`config.mk`:
```
export PLATFORM = sky130hd
export DESIGN_NAME = multiport_sync_mem_flat
export DESIGN_NICKNAME = d
export VERILOG_FILES = /design/src/rtl/multiport_sync_mem_pkg.sv /design/src/rtl/multiport_sync_mem_if.sv /design/src/rtl/mem_clear_ctrl.sv /design/src/rtl/multiport_sync_mem.sv /design/src/flat_wrapper.sv
export SDC_FILE = /design/constraint.sdc
export NUM_CORES = 1
export LEC_CHECK = 0
export CORE_AREA = 4 4 100 197
export CTS_CLUSTER_DIAMETER = 120
export DETAILED_ROUTE_END_ITERATION = 6
export DIE_AREA = 0 0 104 201
export GPL_ROUTABILITY_DRIVEN = 0
export PLACE_DENSITY = 0.79
export SYNTH_ARGS = -nofsm -noshare
export SYNTH_HDL_FRONTEND = slang
export SYNTH_HIERARCHICAL = 1
export SYNTH_SLANG_ARGS = --single-unit
```
`constraint.sdc`:
```
create_clock -name clock -period 4.7 [get_ports clock]
set_input_delay 0.94 -clock clock [delete_from_list [all_inputs] [get_ports clock]]
set_output_delay 0.94 -clock clock [all_outputs]
set_load 0.03 [all_outputs]
```
`src/rtl/multiport_sync_mem_pkg.sv`:
```
// Shared types and constants for the multiport synchronous memory.
// Holds the clear FSM state encoding and the read-during-write mode values.
package multiport_sync_mem_pkg;

    typedef enum logic {
        CLEAR = 1'b0,
        RUN   = 1'b1
    } state_e;

    localparam int RDW_OLD = 0;
    localparam int RDW_NEW = 1;

endpackage

```
`src/rtl/multiport_sync_mem_if.sv`:
```
// Port bundle for multiport_sync_mem: per-port strobes, addresses and data packed by port index.
// The master side drives requests; the slave side is the memory.
interface multiport_sync_mem_if #(
    parameter int ADDR_W = 4,
    parameter int WIDTH  = 8,
    parameter int PORTS  = 2
);
    logic                      clear_req;
    logic [PORTS-1:0]          writeEnable;
    logic [PORTS-1:0]          readEnable;
    logic [PORTS*ADDR_W-1:0]   address;
    logic [PORTS*WIDTH-1:0]    writeData;
    logic [PORTS*WIDTH-1:0]    readData;
    logic [PORTS-1:0]          readValid;
    logic                      ready;
    logic                      collision;

    modport master (
        output clear_req, writeEnable, readEnable, address, writeData,
        input  readData, readValid, ready, collision
    );

    modport slave (
        input  clear_req, writeEnable, readEnable, address, writeData,
        output readData, readValid, ready, collision
    );
endinterface

```
`src/rtl/mem_clear_ctrl.sv`:
```
// Clear sequencer: walks every address writing zero, then hands the array to the ports.
// Outputs are registered so ready/clr_we/clr_addr change together on the clock edge.
module mem_clear_ctrl
    import multiport_sync_mem_pkg::*;
#(
    parameter int ADDR_W = 4
) (
    input  logic              clk_i,
    input  logic              rst_ni,
    input  logic              clear_req_i,
    output logic              ready_o,
    output logic              clr_we_o,
    output logic [ADDR_W-1:0] clr_addr_o
);
    localparam logic [ADDR_W-1:0] LAST_ADDR = {ADDR_W{1'b1}};

    state_e            state_q;
    logic [ADDR_W-1:0] clr_addr_q;
    logic              ready_q;
    logic              clr_we_q;

    always_ff @(posedge clk_i) begin
        if (!rst_ni) begin
            state_q    <= CLEAR;
            clr_addr_q <= '0;
            ready_q    <= 1'b0;
            clr_we_q   <= 1'b1;
        end else begin
            case (state_q)
                CLEAR: begin
                    // Leave CLEAR only once the final address has been zeroed.
                    if (clr_addr_q == LAST_ADDR) begin
                        state_q    <= RUN;
                        clr_addr_q <= '0;
                        ready_q    <= 1'b1;
                        clr_we_q   <= 1'b0;
                    end else begin
                        clr_addr_q <= clr_addr_q + 1'b1;
                    end
                end
                RUN: begin
                    if (clear_req_i) begin
                        state_q    <= CLEAR;
                        clr_addr_q <= '0;
                        ready_q    <= 1'b0;
                        clr_we_q   <= 1'b1;
                    end
                end
                default: begin
                    state_q <= CLEAR;
                end
            endcase
        end
    end

    assign ready_o    = ready_q;
    assign clr_we_o   = clr_we_q;
    assign clr_addr_o = clr_addr_q;

endmodule

```
`src/rtl/multiport_sync_mem.sv`:
```
// Multi-port synchronous memory with lowest-port-wins write priority, collision flag,
// selectable read-during-write behaviour and a self-clearing array.
module multiport_sync_mem
    import multiport_sync_mem_pkg::*;
#(
    parameter int ADDR_W   = 4,
    parameter int WIDTH    = 8,
    parameter int PORTS    = 2,
    parameter int RDW_MODE = RDW_OLD
) (
    input  logic                clock,
    input  logic                reset,
    multiport_sync_mem_if.slave bus
);
    localparam int DEPTH = 2**ADDR_W;

    logic [WIDTH-1:0]             mem_q [DEPTH];
    logic                         ready;
    logic                         clr_we;
    logic [ADDR_W-1:0]            clr_addr;
    logic                         port_active;

    logic [PORTS-1:0][ADDR_W-1:0] addr;
    logic [PORTS-1:0][WIDTH-1:0]  wdata;
    logic [PORTS-1:0]             win_d;
    logic                         collision_d;
    logic [PORTS-1:0]             fwd_hit_d;
    logic [PORTS-1:0][WIDTH-1:0]  fwd_data_d;

    logic [PORTS-1:0][WIDTH-1:0]  rdata_q;
    logic [PORTS-1:0]             rvalid_q;
    logic                         collision_q;

    mem_clear_ctrl #(
        .ADDR_W (ADDR_W)
    ) u_clear_ctrl (
        .clk_i       (clock),
        .rst_ni      (reset),
        .clear_req_i (bus.clear_req),
        .ready_o     (ready),
        .clr_we_o    (clr_we),
        .clr_addr_o  (clr_addr)
    );

    assign port_active = ready & reset;

    for (genvar gi = 0; gi < PORTS; gi++) begin : g_port
        assign addr[gi]                        = bus.address[gi*ADDR_W +: ADDR_W];
        assign wdata[gi]                       = bus.writeData[gi*WIDTH +: WIDTH];
        assign bus.readData[gi*WIDTH +: WIDTH] = rdata_q[gi];
    end

    // A write loses if any lower-index port writes the same address this cycle.
    always_comb begin
        win_d       = '0;
        collision_d = 1'b0;
        for (int p = 0; p < PORTS; p++) begin
            win_d[p] = bus.writeEnable[p];
            for (int q = 0; q < p; q++) begin
                if (bus.writeEnable[q] && (addr[q] == addr[p])) begin
                    win_d[p] = 1'b0;
                end
            end
            if (bus.writeEnable[p] && !win_d[p]) begin
                collision_d = 1'b1;
            end
        end
    end

    // Winning write data per read port, used only in new-data read-during-write mode.
    always_comb begin
        fwd_hit_d  = '0;
        fwd_data_d = '0;
        for (int p = 0; p < PORTS; p++) begin
            for (int q = 0; q < PORTS; q++) begin
                if (win_d[q] && (addr[q] == addr[p])) begin
                    fwd_hit_d[p]  = 1'b1;
                    fwd_data_d[p] = wdata[q];
                end
            end
        end
    end

    always_ff @(posedge clock) begin
        if (reset) begin
            if (clr_we) begin
                mem_q[clr_addr] <= '0;
            end else if (ready) begin
                for (int p = 0; p < PORTS; p++) begin
                    if (win_d[p]) begin
                        mem_q[addr[p]] <= wdata[p];
                    end
                end
            end
        end
    end

    always_ff @(posedge clock) begin
        if (!reset) begin
            rdata_q     <= '0;
            rvalid_q    <= '0;
            collision_q <= 1'b0;
        end else begin
            collision_q <= port_active & collision_d;
            for (int p = 0; p < PORTS; p++) begin
                rvalid_q[p] <= port_active & bus.readEnable[p];
                if (port_active && bus.readEnable[p]) begin
                    if ((RDW_MODE == RDW_NEW) && fwd_hit_d[p]) begin
                        rdata_q[p] <= fwd_data_d[p];
                    end else begin
                        rdata_q[p] <= mem_q[addr[p]];
                    end
                end
            end
        end
    end

    assign bus.readValid = rvalid_q;
    assign bus.ready     = ready;
    assign bus.collision = collision_q;

endmodule

```
`src/flat_wrapper.sv`:
```
// flat-port wrapper written by rule: the top's interface ports become plain ports
module multiport_sync_mem_flat import multiport_sync_mem_pkg::*;
#(
    parameter int ADDR_W   = 4,
    parameter int WIDTH    = 8,
    parameter int PORTS    = 2,
    parameter int RDW_MODE = RDW_OLD
)
  (clock, reset, bus_clear_req, bus_writeEnable, bus_readEnable, bus_address, bus_writeData, bus_readData, bus_readValid, bus_ready, bus_collision);
  multiport_sync_mem_if #(.ADDR_W(ADDR_W), .WIDTH(WIDTH), .PORTS(PORTS)) bus_i ();
  input  logic clock;
  input  logic reset;
  input wire logic [$bits(bus_i.clear_req)-1:0] bus_clear_req;
  input wire logic [$bits(bus_i.writeEnable)-1:0] bus_writeEnable;
  input wire logic [$bits(bus_i.readEnable)-1:0] bus_readEnable;
  input wire logic [$bits(bus_i.address)-1:0] bus_address;
  input wire logic [$bits(bus_i.writeData)-1:0] bus_writeData;
  output wire logic [$bits(bus_i.readData)-1:0] bus_readData;
  output wire logic [$bits(bus_i.readValid)-1:0] bus_readValid;
  output wire logic [$bits(bus_i.ready)-1:0] bus_ready;
  output wire logic [$bits(bus_i.collision)-1:0] bus_collision;
  assign bus_i.clear_req = bus_clear_req;
  assign bus_i.writeEnable = bus_writeEnable;
  assign bus_i.readEnable = bus_readEnable;
  assign bus_i.address = bus_address;
  assign bus_i.writeData = bus_writeData;
  assign bus_readData = bus_i.readData;
  assign bus_readValid = bus_i.readValid;
  assign bus_ready = bus_i.ready;
  assign bus_collision = bus_i.collision;
  multiport_sync_mem #(.ADDR_W(ADDR_W), .WIDTH(WIDTH), .PORTS(PORTS), .RDW_MODE(RDW_MODE)) u_core (.clock(clock), .reset(reset), .bus(bus_i));
endmodule
```
-- Yosys cells after proc, flatten, opt, wreduce, memory -nomap -nowiden
Memories as Yosys holds them, arrays and structs flattened. A register that Yosys moved wholly into a read port is not among the register bits.
Index checks and enable logic that the tools add are counted.
- word-level logic and storage cells: 56
- memories: 1
- latch bits: 0
- memory bits (writable): 128
- input bits: 31
- output and inout port bits: 20
- ROM bits: 0
- flip-flop bits (word level): 10
- memories (memory ; words ; width ; read ports ; clocked after Yosys merged registers in ; write ports ; RTL line ; text):
    u_core.mem_q ; 16 ; 8 ; 2 ; 2 ; 2 ; multiport_sync_mem.sv:17 ; logic [WIDTH-1:0] mem_q [DEPTH];
- reduce and logical (&&, ||, !) cells: 9
- multiply operators: 0
- bitwise logic cells: 5
- multiplexer cells: 30
- equality and inequality tests: 4
- add/sub/neg operators: 1
- $lt $le $gt $ge: 0
- divide/modulo/power cells: 0
- shift-type cells: 0
- operators by type and width (kind ; count):
    $mux W1 ; 22
    $mux W4 ; 3
    $mux W8 ; 1
    $pmux W4 S2 ; 1
    $reduce_or A8 Y1 ; 1
    $pmux W1 S2 ; 3
    $add A4 B1 Y4 const B ; 1
    $and A1 B1 Y1 ; 4
    $eq A4 B4 Y1 ; 1
    $eq A4 B4 Y1 const B ; 1
    $logic_and A1 B1 Y1 ; 4
    $ne A2 B2 Y1 const B ; 2
    $logic_not A1 Y1 ; 3
    $reduce_and A2 Y1 ; 1
    $not A1 Y1 ; 1

-- Depth between registers and ports, before layout
Gate-level depths: netlist of the first run.
- word-level depth: 8
- depth in mapped cells: 7
- mapped depth without buffers: 4

-- Cells and area by module
The synthesis of the first run kept the hierarchy.
- by module, submodules not included (module ; instances ; area an instance (µm²) ; cells each):
    multiport_sync_mem ; 1 ; 8627.0 ; 559
    mem_clear_ctrl ; 1 ; 307.8 ; 35

-- Least setup slack after synthesis of the first run
Ideal clock, no wire load.
- path kind: in2reg
- from: input bus_address[0]
- to: memory u_core.mem_q[1][0], enable pin
- path slack: 1954 ps
- library setup time: 384 ps
- cell stages on the path: 5
- data arrival time: 2362 ps
- path through: buf_4 -> buf_2 -> nor3b_1 -> o21ai_0 -> o21ai_0
- RTL lines (what ; RTL line ; text):
    from (decl) ; flat_wrapper.sv:16 ; input wire logic [$bits(bus_i.address)-1:0] bus_address;
    to (decl) ; multiport_sync_mem.sv:17 ;

==> flow_summary.ini, run 1 <==
[pwr]
seqPwrFrac_pct = 48.1
combPwrFrac_pct = 7.2
internal_power_uw = 2389
p_leak_uw = 0.003694
p_sw_share_pct = 23.10
ir_drop_uv = 196.6
p_per_area_mw_per_mm2 = 303.9
clkPwrFrac_pct = 44.7
p_sw_uw = 717.8

[critical_path]
r2r_cells = 5
required_ns = 4.88
arrival_ns = 3.59
crit_slowest_cell = and4b_1
path_cells = clkdlybuf4s50_1 -> and4b_1 -> nor3_1 -> o21ai_0 -> o21ai_0 -> buf_4
reg2reg_to = u_core/mem_q[6][7]
start_kind = primary input
cpMostUsedCell = o21ai_0
r2r_slack_ns = 2.02
timing.rr.start = u_core/u_clear_ctrl/clr_we_o
critPathMaxFanout = 19
critPathKind = primary input to flop
worst_path_largest_cell_delay_ns = 0.80
worst_setup_path_end_kind = flop

[placement]
hpwl_um = 17800
port_buffers = 50

[clock_network]
clk_pin_slew_ns = 0.07
cts_max_level = 4
clock-sinks = 154
postCtsHoldBufs = 0
cts-buffers-inserted = 17
clock_latency_ns = 0.43
cts_setup_buffers = 0
cts-root-buf = clkbuf_16
cts_tree = done
ctsResizeCount = 0
clock_path_buffers = 2

[finish]
layout-drive-gt1-share_pct = 41.65
num_antenna_cells = 0
area_growth_pct = 14.42
layout_commonest_cell = mux2_2
final_util_pct = 56.12
mostFrequentLayoutCells = mux2_2, edfxtp_1, mux4_2, clkdlybuf4s50_1, o21ai_0
nets = 672

[yosys]
synthSimpleGateAreaFrac_pct = 5.195
ys_types = 49
synth_top_family_by_area = multiplexers
synth_xor_area_share_pct = 0.6582
synth_nets = 626
synth-compound-area-share_pct = 7.548
synth.avg_cell_area_um2 = 15.04
async_flop_share_pct = 0
ys_seq_area_share_pct = 48.84
synth_edf_count = 128
synth_area_leader_cell = edfxtp_1
synthAdderAreaFrac_pct = 0.1400
synth_top_area_share_pct = 43.02
synth_area_leaders = edfxtp_1, mux2_2, mux4_2, dfxtp_1, mux2i_1
syn_area_mm2 = 0.008935
ys_ff_latch = 154
synth.area.mux_share_pct = 34.88
ys.flop_type = edfxtp_1
ys_warn_count = 6
netlist_instances = 594

[sta]
fin_crit_ns = 3.403
finalMaxSlewViolations = 0
period_share_pct = 72.40
finClkSkew_ns = 0.007746
slew_headroom_pct = 25.02
fmax_mhz = 293.9
worst_pin_slew_ns = 1.122
setup_tns_ns = 0
rsz0062_at_grt = false
finalSetupViolCount = 0
hold_viol_final = 0

[global_route]
antenna_found_initial = 0
track_usage_pct = 24.99
grt-ovfl-total = 0
grt_first_pass_wirelength_um = 38900
grt_max_degree = 40
grt_pass1_vias = 6327

[job]
cap_violations = 0

[floorplanning]
die_h_um = 201
die_w_um = 104
rows = 70
fp.coreArea_mm2 = 0.01822
die_area_mm2 = 0.02090
io-pin-count = 51
start_util_pct = 49.05

[routing]
first_pass_iters = 5
routedWlPerCell_um = 29.55
routed-via-count = 6112
wl_um = 25680
drtIter0Drc = 705
drc = 0
via_per_inst = 7.033
ant_nets = 0

[min_path]
hp-start = u_core/bus.readData[12]
min_path_cells = 2
hold_path_class = flop to flop
min_to = u_core/bus.readData[12]

[outcome]
outcome = completed
cells in the mapped netlist, types with 3 or more instances:
master,instances
mux2_2,132
edfxtp_1,128
mux4_2,62
o21ai_0,30
dfxtp_1,26
clkbuf_1,23
mux2i_1,20
a22oi_1,17
nand2_1,14
buf_2,12
and2_0,9
nor2_1,8
o211ai_1,8
nor4_1,7
o2111ai_2,7
o21ai_2,7
a21oi_1,6
and2_1,6
nor3b_1,6
inv_1,5
nand2b_1,5
nor2b_1,5
and3_1,4
buf_6,4
nor3_1,4
buf_1,3
buf_4,3
mux2_1,3
nand3_1,3
xnor2_1,3
power by group through the flow:
stage | Sequential [µW] | Combinational, µW | Clock (µW)
after floorplan | 1520 | 144 | 0
after global placement | 1520 | 215 | 0
after detailed placement | 1520 | 220 | 0
after CTS | 1490 | 221 | 1410
after global routing | 1500 | 236 | 1460
final | 1500 | 223 | 1390
routing by layer:
layer	GRT usage, %	up-vias	wire length [µm]
met5	0	-	0
met4	15.36	0	1646
met3	3.122	120	1907
met2	45.81	395	14120
met1	26.97	3082	8005
li1	-	2515	-
state kept, by name (all words and copies together) (netlist names):
name,flops
u_core/u_clear_ctrl/ready_o,1
u_core/u_clear_ctrl/state_q,1
u_core/bus.readData,16
u_core/mem_q,128
u_core/u_clear_ctrl/clr_addr_o,4
u_core/bus.readValid,2
u_core/u_clear_ctrl/clr_we_o,1
u_core/bus.collision,1
kinds of logic (layout without fill, tap and decap cells):
logic type	after synthesis	after routing
and+or+nand+nor	79	79
DFF	154	154
muxes	217	217
adders and majority gates	1	1
xor gates and xnor gates	5	5
AOI/OAI and AO/OA	88	88
buffers and inverters	50	109
through the flow:
stage | cell area (µm²) | worst slack (ns) | std cells | total power [µW] | hold slack [ns]
global placement | 9630 | 0.9298 | 837 | 1738 | 0.4585
detailed placement | 9630 | 0.8827 | 837 | 1744 | 0.4656
floorplan | 8935 | 1.954 | 594 | 1660 | 0.4475
global route | 10220 | 1.140 | 869 | 3187 | 0.5008
finish | 10220 | 1.297 | 869 | 3107 | 0.4810
CTS | 10220 | 1.328 | 869 | 3122 | 0.4808
cell type report:
| type | instances | area [µm²] |
|---|---|---|
| tap | 216 | 270.3 |
| fill | 1418 | 7994 |
| timing repair buffer | 72 | 650.6 |
| clock inverter | 12 | 136.4 |
| sequential | 154 | 4364 |
| clock buffer | 20 | 456.7 |
| inverter | 5 | 18.77 |
| multi-input combinational | 390 | 4327 |
worst max-delay path by stage:
stage,start,endpoint,slack [ns],cells after the start
floorplan,bus_address[0],u_core/mem_q[1][0],1.95,5
global placement,reset,u_core/mem_q[2][6],0.93,6
detailed placement,reset,u_core/mem_q[7][6],0.88,6
CTS,reset,u_core/mem_q[7][6],1.33,6
global route,reset,u_core/mem_q[4][0],1.14,6
finish,reset,u_core/mem_q[6][7],1.30,6
worst max-delay path: cells and delay by family:
kind	cells	cell delay [ns]
AO/OA/AOI/OAI	2	0.77
buffers and inverters	2	0.93
AND/OR/NAND/NOR	2	0.93
Power figures use the tool's default switching activity.
==> inputs of run 2 (changes only) <==
PLACE_DENSITY = 0.81   (was 0.79)
clock period = 3.1 ns   (was 4.7 ns; I/O delays follow)
==> flow_summary.ini, run 2 (synthesis gave the netlist of run 1 again) <==
[outcome]
outcome = completed

[global_route]
grt-ovfl-total = 0
grt_pass1_vias = 6498
antenna_found_initial = 0
grt_first_pass_wirelength_um = 37400
track_usage_pct = 23.58
grt_max_degree = 39

[critical_path]
cp-startpoint = bus_writeEnable[0]
required_ns = 3.28
worst_setup_path_end_kind = flop
arrival_ns = 2.79
r2r_cells = 6
critPathKind = primary input to flop
timing.rr.start = u_core/u_clear_ctrl/clr_we_o
critPathMaxFanout = 17
start_kind = primary input

[job]
cap_violations = 0

[sta]
fmax_mhz = 383.6
finClkSkew_ns = 0.007975
rsz0062_at_grt = false
worst_pin_slew_ns = 1.077
slew_headroom_pct = 28.07
setup_tns_ns = 0
fin_hold_ws_ns = 0.4812
finalMaxSlewViolations = 0
finalSetupViolCount = 0
fin_crit_ns = 2.607
period_share_pct = 84.09
hold_viol_final = 0

[pwr]
power_uw = 4589
p_leak_uw = 0.003761
p_per_area_mw_per_mm2 = 443.5
ir_drop_uv = 406.9

[placement]
hpwl_um = 17410
port_buffers = 50
dpl-instance-area_mm2 = 0.009791

[routing]
ant_nets = 0
first_pass_iters = 5
drc = 0
routed-via-count = 5997
routedWlPerCell_um = 27.26
via_per_inst = 6.761
wl_um = 24180
drtIter0Drc = 478

[finish]
num_antenna_cells = 0
largest_register_ffs = 128
fin_area_mm2 = 0.01035
multi_input_area_mm2 = 0.004327
ff_latch_area_mm2 = 0.004364
layout_commonest_cell = mux2_2
largest-register = u_core/mem_q
mostFrequentLayoutCells = mux2_2, edfxtp_1, mux4_2, clkdlybuf4s50_1, buf_4
final_util_pct = 56.81
nets = 690
layout-drive-gt1-share_pct = 43.37
area_growth_pct = 15.82
fillers = 1385

[floorplanning]
start_util_pct = 49.05
die_h_um = 201
die_w_um = 104
rows = 70
fp.coreArea_mm2 = 0.01822
die_area_mm2 = 0.02090
io-pin-count = 51

[clock_network]
cts-buffers-inserted = 17
clock_latency_ns = 0.43
cts_max_level = 4
clk_pin_slew_ns = 0.06
cts_tree = done
clock_path_buffers = 2
cts-root-buf = clkbuf_16
cts_setup_buffers = 0
ctsResizeCount = 0
postCtsHoldBufs = 0
clock-sinks = 154

[min_path]
min_path_cells = 2
hp-start = u_core/bus.readData[11]
hold_path_class = flop to flop
## run 2: worst paths after layout
| kind | endpoint | slack [ns] |
|---|---|---|
| worst min register to register | u_core/bus.readData[11] | 0.48 |
| worst max register to register | u_core/mem_q[0][5] | 0.69 |
| worst max-delay path | u_core/mem_q[0][5] | 0.49 |
| worst min-delay path | u_core/bus.readData[11] | 0.48 |
## run 2: worst max-delay path: stages
cell	delay (ns)
clkdlybuf4s50_1	0.53
and4b_1	0.24
buf_4	0.25
nor3_1	0.07
o21ai_0	0.58
o21ai_0	0.25
buf_4	0.23
## run 2: routing by layer
layer  wire length [µm]  GRT usage (%)  vias to the layer above
met1               7673          24.04                     2985
met2              13300          43.23                      344
met5                  0              0                        -
met4               1623          16.26                        0
met3               1588          3.894                      127
li1                   -              -                     2541
## run 2: report_power, final
group / internal (µW) / switching [µW]
Combinational: 148 / 201
Clock: 1060 / 918
Sequential: 2240 / 21.0
## run 2: area by class of cell
type                    instances  share of cell area, %
inverters                       5                 0.1814
repair buffers                 90                  7.835
flip-flops and latches        154                  42.17
multi-input cells             390                  41.81
well taps                     216                  2.612
clock buffers                  18                  4.147
clock inverters                14                  1.245
## run 2: through the flow
stage	setup slack, ns	instances
floorplan	0.6727	594
global placement	0.1282	855
detailed placement	0.08776	855
CTS	0.5410	887
global route	0.4098	887
finish	0.4934	887
==> inputs of run 3 (changes only) <==
PLACE_DENSITY = 0.79   (was 0.81)
clock period = 2.46 ns   (was 3.1 ns; I/O delays follow)
==> flow_summary.ini, run 3 (synthesis gave the netlist of run 1 again) <==
[critical_path]
arrival_ns = 2.47
critPathKind = primary input to flop
worst_setup_path_end_kind = flop
crit_slowest_cell = o21ai_0
required_ns = 2.65
path_cells = clkdlybuf4s50_1 -> and4b_1 -> nor3b_1 -> o21ai_0 -> o21ai_0 -> buf_4
worst_path_largest_cell_delay_ns = 0.58
start_kind = primary input
critPathMaxFanout = 8
path_delay_family = compound AO/OA/AOI/OAI gates
crit_buf_inv = 2
cpMostUsedCell = o21ai_0

[sta]
finalWorstSetupSlack_ns = 0.1780
worst_pin_slew_ns = 0.9163
hold_viol_final = 0
rsz0062_at_grt = false
fmax_mhz = 438.2
finalSetupViolCount = 0
slew_headroom_pct = 38.78
setup_tns_ns = 0
period_share_pct = 92.77
finClkSkew_ns = 0.009828
fin_crit_ns = 2.282
finalMaxSlewViolations = 0

[placement]
port_buffers = 50
dp_slack_ns = -0.2392
dp.cells = 894
hpwl_um = 17980

[routing]
drtIter0Drc = 535
via_per_inst = 6.569
first_pass_iters = 5
ant_nets = 0
routedWlPerCell_um = 26.67
wl_um = 24700
routed-via-count = 6083
drc = 0

[clock_network]
cts-root-buf = clkbuf_16
cts_tree = done
postCtsHoldBufs = 0
clock-sinks = 154
cts_max_level = 4
clk_pin_slew_ns = 0.06
clock_latency_ns = 0.44
clock_path_buffers = 2
cts-buffers-inserted = 17
cts_setup_buffers = 0
ctsResizeCount = 0

[floorplanning]
die_h_um = 201
io-pin-count = 51
fp.coreArea_mm2 = 0.01822
die_area_mm2 = 0.02090
die_w_um = 104
rows = 70
start_util_pct = 49.05

[global_route]
grt_max_degree = 34
track_usage_pct = 24.04
grt-ovfl-total = 0
grt_first_pass_wirelength_um = 37680
antenna_found_initial = 0
grt_pass1_vias = 6390

[finish]
mostFrequentLayoutCells = mux2_2, edfxtp_1, mux4_2, buf_4, clkdlybuf4s50_1
num_antenna_cells = 0
area_growth_pct = 21.89
largest-register = u_core/mem_q
largest_register_ffs = 128
instances_no_fill = 926
layout_commonest_cell = mux2_2
nets = 729
layout-drive-gt1-share_pct = 46.48

[pwr]
p_per_area_mw_per_mm2 = 535.8
p_leak_uw = 0.004076
power_uw = 5835
ir_drop_uv = 478.0

[min_path]
hold_path_class = flop to flop

[job]
cap_violations = 0

[outcome]
outcome = completed
## run 3: cell count changes in the layout (fill, tap and decap cells not counted), sizes merged
cell | previous run | this run
clkinvlp | 3 | 2
clkinv | 2 | 3
buf | 43 | 82
## run 3: power by group
part	internal [µW]	switching, µW
Sequential	2820	26.4
Clock	1330	1170
Combinational	218	262
Total	4370	1460
## run 3: worst register-to-register path, delay by kind of cell, from the launching register on
| kind | cells | cell delay, ns |
|---|---|---|
| flops | 1 | 0.51 |
| simple gates | 2 | 0.50 |
| buf+inv | 1 | 0.23 |
| compound gates | 2 | 0.78 |
## run 3: stage by stage
stage,hold WS (ns),utilization (%),cell area [µm²]
after CTS,0.4849,59.78,10890
after floorplan,0.4475,-,8935
after global routing,0.5116,59.78,10890
after global placement,0.4583,56.72,10330
after detailed placement,0.4626,56.72,10330
final,0.4813,59.78,10890
## run 3: final cells by class
class                   instances  area [µm²]
clock buffers                  18       429.2
clock inverters                14       127.6
fillers                      1358        7327
inverters                       5       18.77
multi-input cells             390        4327
flip-flops and latches        154        4364
well taps                     216       270.3
repair buffers                129        1354
## run 3: worst paths after layout
kind                            cells after the start                         from                     end  slack (ns)
worst min register to register                      2       u_core/bus.readData[9]  u_core/bus.readData[9]        0.48
worst max register to register                      5  u_core/u_clear_ctrl/ready_o      u_core/mem_q[5][5]        0.19
worst max-delay path                                6                        reset      u_core/mem_q[5][5]        0.18
worst min-delay path                                2       u_core/bus.readData[9]  u_core/bus.readData[9]        0.48
## run 3: layer usage
| layer | track usage, % | share of wire [%] | up-vias |
|---|---|---|---|
| li1 | - | - | 2635 |
| met1 | 24.72 | 33 | 3091 |
| met2 | 45.60 | 57 | 270 |
| met3 | 4.377 | 5.5 | 87 |
| met4 | 12.32 | 4.7 | 0 |
| met5 | 0 | 0 | - |
